<file path="config.mk">
export PLATFORM = sky130hd
export DESIGN_NAME = pulse_conditioner_flat
export DESIGN_NICKNAME = d
export VERILOG_FILES = /design/src/rtl/pulse_conditioner_if.sv /design/src/rtl/pulse_conditioner.sv /design/src/flat_wrapper.sv
export SDC_FILE = /design/constraint.sdc
export NUM_CORES = 1
export LEC_CHECK = 0
export CORE_UTILIZATION = 60
export DETAILED_ROUTE_END_ITERATION = 8
export HOLD_SLACK_MARGIN = 0.1
export PLACE_DENSITY = 0.85
export SYNTH_ARGS = -nofsm -noshare
export SYNTH_HDL_FRONTEND = slang
export SYNTH_SLANG_ARGS = --single-unit
</file>
<file path="constraint.sdc">
create_clock -name clk -period 5.4 [get_ports clk]
set_input_delay 1.35 -clock clk [delete_from_list [all_inputs] [get_ports clk]]
set_output_delay 1.35 -clock clk [all_outputs]
set_load 0.01 [all_outputs]
</file>
<file path="src/rtl/pulse_conditioner_if.sv">
// Signal bundle between the raw pad pulse source and the pulse conditioner.
// The slave side is the conditioner; the master side drives raw_pulse and observes results.
interface pulse_conditioner_if;
   logic       raw_pulse;
   logic       clean_pulse;
   logic       clk_by_5;
   logic [7:0] pulse_width;
   logic       width_valid;
   logic       width_sat;
   logic       glitch;

   modport master (
      output raw_pulse,
      input  clean_pulse,
      input  clk_by_5,
      input  pulse_width,
      input  width_valid,
      input  width_sat,
      input  glitch
   );

   modport slave (
      input  raw_pulse,
      output clean_pulse,
      output clk_by_5,
      output pulse_width,
      output width_valid,
      output width_sat,
      output glitch
   );
endinterface

</file>
<file path="src/rtl/pulse_conditioner.sv">
// Synchronises a raw pad pulse, rejects short glitches, enforces a low gap between pulses,
// measures qualified pulse width and generates a free-running divide-by-5 clock.
module pulse_conditioner #(
   parameter int unsigned MIN_WIDTH  = 3,
   parameter int unsigned MAX_WIDTH  = 255,
   parameter int unsigned GAP_CYCLES = 4
) (
   input logic           clk,
   input logic           rst,
   pulse_conditioner_if.slave pc
);

   localparam logic [7:0] MinW = 8'(MIN_WIDTH);
   localparam logic [7:0] MaxW = 8'(MAX_WIDTH);
   localparam logic [3:0] GapN = 4'(GAP_CYCLES);

   typedef enum logic [1:0] {StIdle, StQualify, StActive, StGap} state_e;

   state_e     state_q, state_d;
   logic       sync1_q, s_in;
   logic [7:0] width_cnt_q, width_cnt_d;
   logic [3:0] gap_cnt_q, gap_cnt_d;
   logic [2:0] div_q, div_d;
   logic       clk5_q, clk5_d;
   logic       clean_q, clean_d;
   logic [7:0] pw_q, pw_d;
   logic       valid_q, valid_d;
   logic       sat_q, sat_d;
   logic       glitch_q, glitch_d;

   always_ff @(posedge clk) begin
      if (rst) begin
         sync1_q     <= 1'b0;
         s_in        <= 1'b0;
         state_q     <= StIdle;
         width_cnt_q <= '0;
         gap_cnt_q   <= '0;
         div_q       <= '0;
         clk5_q      <= 1'b0;
         clean_q     <= 1'b0;
         pw_q        <= '0;
         valid_q     <= 1'b0;
         sat_q       <= 1'b0;
         glitch_q    <= 1'b0;
      end else begin
         sync1_q     <= pc.raw_pulse;
         s_in        <= sync1_q;
         state_q     <= state_d;
         width_cnt_q <= width_cnt_d;
         gap_cnt_q   <= gap_cnt_d;
         div_q       <= div_d;
         clk5_q      <= clk5_d;
         clean_q     <= clean_d;
         pw_q        <= pw_d;
         valid_q     <= valid_d;
         sat_q       <= sat_d;
         glitch_q    <= glitch_d;
      end
   end

   // Divider phase 1 and 2 map to the high portion so the output is high right after reset.
   always_comb begin
      div_d  = (div_q == 3'd4) ? 3'd0 : div_q + 3'd1;
      clk5_d = (div_d == 3'd1) || (div_d == 3'd2);
   end

   always_comb begin
      state_d     = state_q;
      width_cnt_d = width_cnt_q;
      gap_cnt_d   = gap_cnt_q;
      clean_d     = clean_q;
      pw_d        = pw_q;
      sat_d       = sat_q;
      valid_d     = 1'b0;
      glitch_d    = 1'b0;
      unique case (state_q)
         StIdle: begin
            clean_d = 1'b0;
            if (s_in) begin
               width_cnt_d = 8'd1;
               if (MinW == 8'd1) begin
                  state_d = StActive;
                  clean_d = 1'b1;
               end else begin
                  state_d = StQualify;
               end
            end
         end
         StQualify: begin
            if (s_in) begin
               width_cnt_d = width_cnt_q + 8'd1;
               if (width_cnt_d == MinW) begin
                  state_d = StActive;
                  clean_d = 1'b1;
               end
            end else begin
               glitch_d = 1'b1;
               state_d  = StIdle;
            end
         end
         StActive: begin
            if (!s_in || (width_cnt_q == MaxW)) begin
               clean_d   = 1'b0;
               pw_d      = width_cnt_q;
               sat_d     = s_in;
               valid_d   = 1'b1;
               gap_cnt_d = '0;
               state_d   = StGap;
            end else begin
               width_cnt_d = width_cnt_q + 8'd1;
               clean_d     = 1'b1;
            end
         end
         StGap: begin
            clean_d = 1'b0;
            if (s_in) begin
               gap_cnt_d = '0;
            end else begin
               gap_cnt_d = gap_cnt_q + 4'd1;
               if (gap_cnt_d == GapN) state_d = StIdle;
            end
         end
         default: state_d = StIdle;
      endcase
   end

   assign pc.clean_pulse = clean_q;
   assign pc.clk_by_5    = clk5_q;
   assign pc.pulse_width = pw_q;
   assign pc.width_valid = valid_q;
   assign pc.width_sat   = sat_q;
   assign pc.glitch      = glitch_q;

endmodule

</file>
<file path="src/flat_wrapper.sv">
// flat-port wrapper written by rule: the top's interface ports become plain ports
module pulse_conditioner_flat 
#(
   parameter int unsigned MIN_WIDTH  = 3,
   parameter int unsigned MAX_WIDTH  = 255,
   parameter int unsigned GAP_CYCLES = 4
)
  (clk, rst, pc_raw_pulse, pc_clean_pulse, pc_clk_by_5, pc_pulse_width, pc_width_valid, pc_width_sat, pc_glitch);
  pulse_conditioner_if pc_i ();
  input logic clk;
  input logic rst;
  input wire logic [$bits(pc_i.raw_pulse)-1:0] pc_raw_pulse;
  output wire logic [$bits(pc_i.clean_pulse)-1:0] pc_clean_pulse;
  output wire logic [$bits(pc_i.clk_by_5)-1:0] pc_clk_by_5;
  output wire logic [$bits(pc_i.pulse_width)-1:0] pc_pulse_width;
  output wire logic [$bits(pc_i.width_valid)-1:0] pc_width_valid;
  output wire logic [$bits(pc_i.width_sat)-1:0] pc_width_sat;
  output wire logic [$bits(pc_i.glitch)-1:0] pc_glitch;
  assign pc_i.raw_pulse = pc_raw_pulse;
  assign pc_clean_pulse = pc_i.clean_pulse;
  assign pc_clk_by_5 = pc_i.clk_by_5;
  assign pc_pulse_width = pc_i.pulse_width;
  assign pc_width_valid = pc_i.width_valid;
  assign pc_width_sat = pc_i.width_sat;
  assign pc_glitch = pc_i.glitch;
  pulse_conditioner #(.MIN_WIDTH(MIN_WIDTH), .MAX_WIDTH(MAX_WIDTH), .GAP_CYCLES(GAP_CYCLES)) u_core (.clk(clk), .rst(rst), .pc(pc_i));
endmodule
</file>
After elaboration in Yosys (flattened, before gate mapping)
Cells that the tools add are included.
Operators by class
  add/subtract/negate cells: 3
  equal/unequal tests: 17
  muxes and demuxes: 21
  bitwise logic cells: 2
  reductions and logical operators: 14
Operators by type and width (number)
  $mux W8: 3
  $pmux W8 S3: 1
  $mux W2: 6
  $ne A2 B1 Y1 const B: 5
  $add A8 B1 Y8 const B: 1
  $eq A8 B2 Y1 const B: 1
  $eq A8 B8 Y1 const B: 1
  $mux W4: 2
  $pmux W2 S4: 1
  $pmux W4 S2: 1
  $reduce_and A2 Y1: 3
  $reduce_or A2 Y1: 3
  $mux W1: 5
  $reduce_and A5 Y1: 1
  $add A4 B1 Y4 const B: 1
  $eq A2 B2 Y1 const B: 2
  $eq A4 B3 Y1 const B: 1
  $ne A2 B2 Y1 const B: 2
  $reduce_and A4 Y1: 1
  $add A3 B1 Y3 const B: 1
  $eq A3 B1 Y1 const B: 1
  $eq A3 B2 Y1 const B: 1
  $eq A3 B3 Y1 const B: 1
  $mux W3: 1
  other kinds (9): 11
Storage, ports and cells
  register bits: 32
  input port bits: 3
  output and inout port bits: 13
  logic and storage cells: 69

Logic depth before layout (Yosys ltp)
  word-level depth: 5
  mapped depth: 8
  depth with buffers taken out: 8

Worst setup path after synthesis
OpenSTA, ideal clock, no wires.
  kind: input to register
  from: input port rst
  to: register u_core.div_q[2]
  setup time: 0.128 ns
  data arrival time: 1.968 ns
  required time: 5.272 ns
  path slack: 3.305 ns
  cell stages on the path: 3
  path buffers: 2
  path through: clkbuf_1 > buf_1 > nor2_1
RTL lines
  from (decl): line flat_wrapper.sv:11  | input logic rst;
  to (signal assigned): line pulse_conditioner.sv:51  | div_q <= div_d;
  to (decl): line pulse_conditioner.sv:23  | logic [2:0] div_q, div_d;
No word-level cell between the ends.

Worst setup path after layout
  from: register u_core.pw_q[4], in the netlist u_core.pc.pulse_width[4]
  to: output port pc_pulse_width[4]
RTL lines
  from (decl): line pulse_conditioner.sv:26  | logic [7:0] pw_q, pw_d;
  from (signal assigned): line pulse_conditioner.sv:54  | pw_q <= pw_d;
  to (decl): line flat_wrapper.sv:15  | output wire logic [$bits(pc_i.pulse_width)-1:0] pc_pulse_width;
No word-level cell between the ends.

==> impl_metrics.json <==
{
  "routedWlPerCell_um": 14.1,
  "multi_input_area_um2": 907,
  "core_um2": 2520,
  "dieArea_um2": 2950,
  "switchingPower_w": 0.000119,
  "final_layout_size_suffix_gt1_share_pct": 8.17,
  "rows": 18,
  "tns_ns": 0,
  "max_cap_viol_count": 0,
  "yosys_warnings": 0,
  "gp_congestion": 0.883,
  "crit_family": "buffers and inverters",
  "synth-compound-area-share_pct": 18.7,
  "cts_num_sinks": 32,
  "p_int_w": 0.000329,
  "first_pass_iters": 4,
  "cts_htree_levels": 2,
  "synth.cell_area_um2": 1640,
  "setup_slack_ns": 2.82,
  "path_class": "reg -> out",
  "hold_violations": 0,
  "setup_viol": 0,
  "pwr_density_cell_nw_per_um2": 243,
  "synthXorXnorAreaFrac_pct": 1.60,
  "crit_required_ns": 4.05,
  "synth_top_family_by_area": "simple AND/OR/NAND/NOR gates",
  "vias": 1425,
  "max_stage_delay_ns": 0.55,
  "cp_slowest_cell": "clkdlybuf4s50_1",
  "overflow": 0,
  "clockBufferDepth": 2,
  "diodes": 0,
  "synth_cell_types": 48,
  "hp-class": "reg -> reg",
  "maxSlewHeadroom_pct": 58.6,
  "drt-initial-drc-count": 37,
  "fillers": 203,
  "synth_adder_area_share_pct": 7.62,
  "status": "completed",
  "pwr-share-clk_pct": 31.8,
  "syn_nets": 207,
  "irDropWorstVdd_mv": 0.250,
  "synth-simple-area-share_pct": 25.8,
  "post-place-ws_ns": 2.73,
  "swShare_pct": 26.5,
  "start_util_pct": 65.1,
  "cts-root-buf": "clkbuf_4",
  "drc_errors": 0,
  "clkLatencyLatePin_ns": 0.34,
  "finalCritPeriodShare_pct": 47.7,
  "grt_first_pass_wirelength_um": 5220,
  "fmax_ghz": 0.388,
  "antenna_found_initial": 0,
  "slew_viol_final": 0,
  "vias_per_cell": 5.99,
  "worst_ep_arrival_time_ns": 1.23,
  "final_common_cell": "dfxtp_1",
  "hpwl_um": 2340,
  "cts_resized": 0,
  "post_cts_buffers": 0,
  "worstMarginPinSlew_ns": 0.621,
  "most-common-layout-cells": "32 x dfxtp_1, 23 x nand2_1, 23 x a21oi_1",
  "die_h_um": 54.3,
  "cts_buffers": 5,
  "fin_skew_ns": 0.00388,
  "grt_use_total_pct": 25.3,
  "ant_nets": 0,
  "ys_seq_area_share_pct": 39.0,
  "leakage_nw": 0.670,
  "syn_to_final_growth_pct": 12.3,
  "seq_area_um2": 641,
  "grt_max_degree": 35,
  "synth_cells": 194,
  "cp_max_fo": 2,
  "wl_um": 3350,
  "cts_tree": "done",
  "path_clk_slew_ns": 0.09,
  "die_x_um": 54.3,
  "final_nets": 220,
  "startpoint_type": "flop",
  "fin_crit_ns": 2.58,
  "comb_power_share_pct": 12.4,
  "yosys-mux-area-fraction_pct": 1.52,
  "io_pins": 16,
  "synth-seq-cells": 32,
  "cp-end-kind": "output pin",
  "synth_area_per_cell_um2": 8.47,
  "cp_cell_sequence": "clkdlybuf4s50_1",
  "cts_hold_buffers": 0,
  "io_buffers": 15,
  "pwr-share-seq_pct": 55.8,
  "grt_pass1_vias": 1195,
  "path_buf_inv": 1,
  "rsz0062_at_grt": "no"
}
-- synthesized netlist by cell type (all sizes together) --
cell type	number	area (µm²)
a211o	1	8.76
a211oi	3	22.5
a21boi	2	18.8
a21oi	23	115
a22oi	1	7.51
a311oi	1	8.76
a31oi	1	6.26
a41oi	1	8.76
and2	4	25.0
and3	1	6.26
buf	6	37.5
clkbuf	4	16.3
dfxtp	32	641
ha	10	125
inv	11	41.3
mux2	1	15.0
mux2i	1	10.0
nand2	24	97.6
nand2b	1	6.26
nand3	10	55.1
nand3b	1	7.51
nand4	1	6.26
nand4b	1	8.76
nor2	10	37.5
nor2b	8	50.1
nor3	5	25.0
nor3b	1	7.51
nor4	3	18.8
nor4b	1	23.8
o21a	1	7.51
o21ai	10	50.0
o311ai	1	16.3
o31ai	3	36.3
or2	1	6.26
or3	2	12.5
or4	4	30.0
xnor2	1	8.76
xor2	2	17.5
-- cells by family (layout without fill, tap and decap cells) --
kind of cell             count (synthesis)  in the layout
AND/OR/NAND/NOR                         78             78
multiplexers                             2              2
XOR/XNOR                                 3              3
buffers and inverters                   21             35
AO/OA/AOI/OAI                           48             48
adder cells (fa/ha/maj)                 10             10
flip-flops                              32             32
-- layer usage --
layer | track usage (%) | vias up | wire (µm)
li1 | - | 703 | -
met1 | 30.1 | 664 | 1420
met2 | 41.3 | 50 | 1710
met3 | 5.00 | 8 | 148
met4 | 15.8 | 0 | 72
met5 | 0 | - | 0
-- stage by stage --
step	hold WS [ns]	cells	utilization [%]	total power [W]	instance area (µm²)
6_report	0.458	238	73.2	0.000448	1850
5_1_grt	0.476	238	73.2	0.000471	1850
4_1_cts	0.459	238	73.2	0.000451	1850
3_5_place_dp	0.441	230	70.7	0.000310	1780
3_3_place_gp	0.427	230	70.7	0.000306	1780
2_1_floorplan	0.414	194	-	0.000294	1640
-- layout make-up --
class | instances | share of cell area [%]
clock inverter | 2 | 0.542
sequential | 32 | 34.7
multi-input combinational | 141 | 49.2
tap | 30 | 2.03
inverter | 11 | 2.24
clock buffer | 6 | 2.78
timing repair buffer | 16 | 8.54
-- power by group through the flow --
stage,logic [W],registers [W],clock network [W]
floorplan,0.0000397,0.000254,0
global placement,0.0000514,0.000255,0
detailed placement,0.0000547,0.000255,0
CTS,0.0000552,0.000250,0.000146
global route,0.0000615,0.000252,0.000158
finish,0.0000556,0.000250,0.000142
-- tightest hold or removal path, cell delays in order (launching register included) --
cell     delay (ns)
dfxtp_1        0.32
nand2_1        0.05
a21oi_1        0.05
-- worst paths after layout --
kind | end | depth (start not counted) | slack, ns | start
max | pc_pulse_width[4] | 1 | 2.82 | u_core.pc.pulse_width[4]$_SDFFE_PP0N_
min | u_core.pc.pulse_width[3]$_SDFFE_PP0N_ | 2 | 0.46 | u_core.pc.pulse_width[3]$_SDFFE_PP0N_
max reg2reg | u_core.width_cnt_q[4]$_SDFFE_PP0P_ | 8 | 3.11 | u_core.state_q[0]$_SDFFE_PP0P_
min reg2reg | u_core.pc.pulse_width[3]$_SDFFE_PP0N_ | 2 | 0.46 | u_core.pc.pulse_width[3]$_SDFFE_PP0N_
-- state kept, by name, summed over array words and instances, names as in the netlist, 3 cells and up, named ones only --
register,flops
u_core.width_cnt_q,8
u_core.gap_cnt_q,4
u_core.pc.pulse_width,8
u_core.div_q,3
Power figures use the tool's default switching activity.
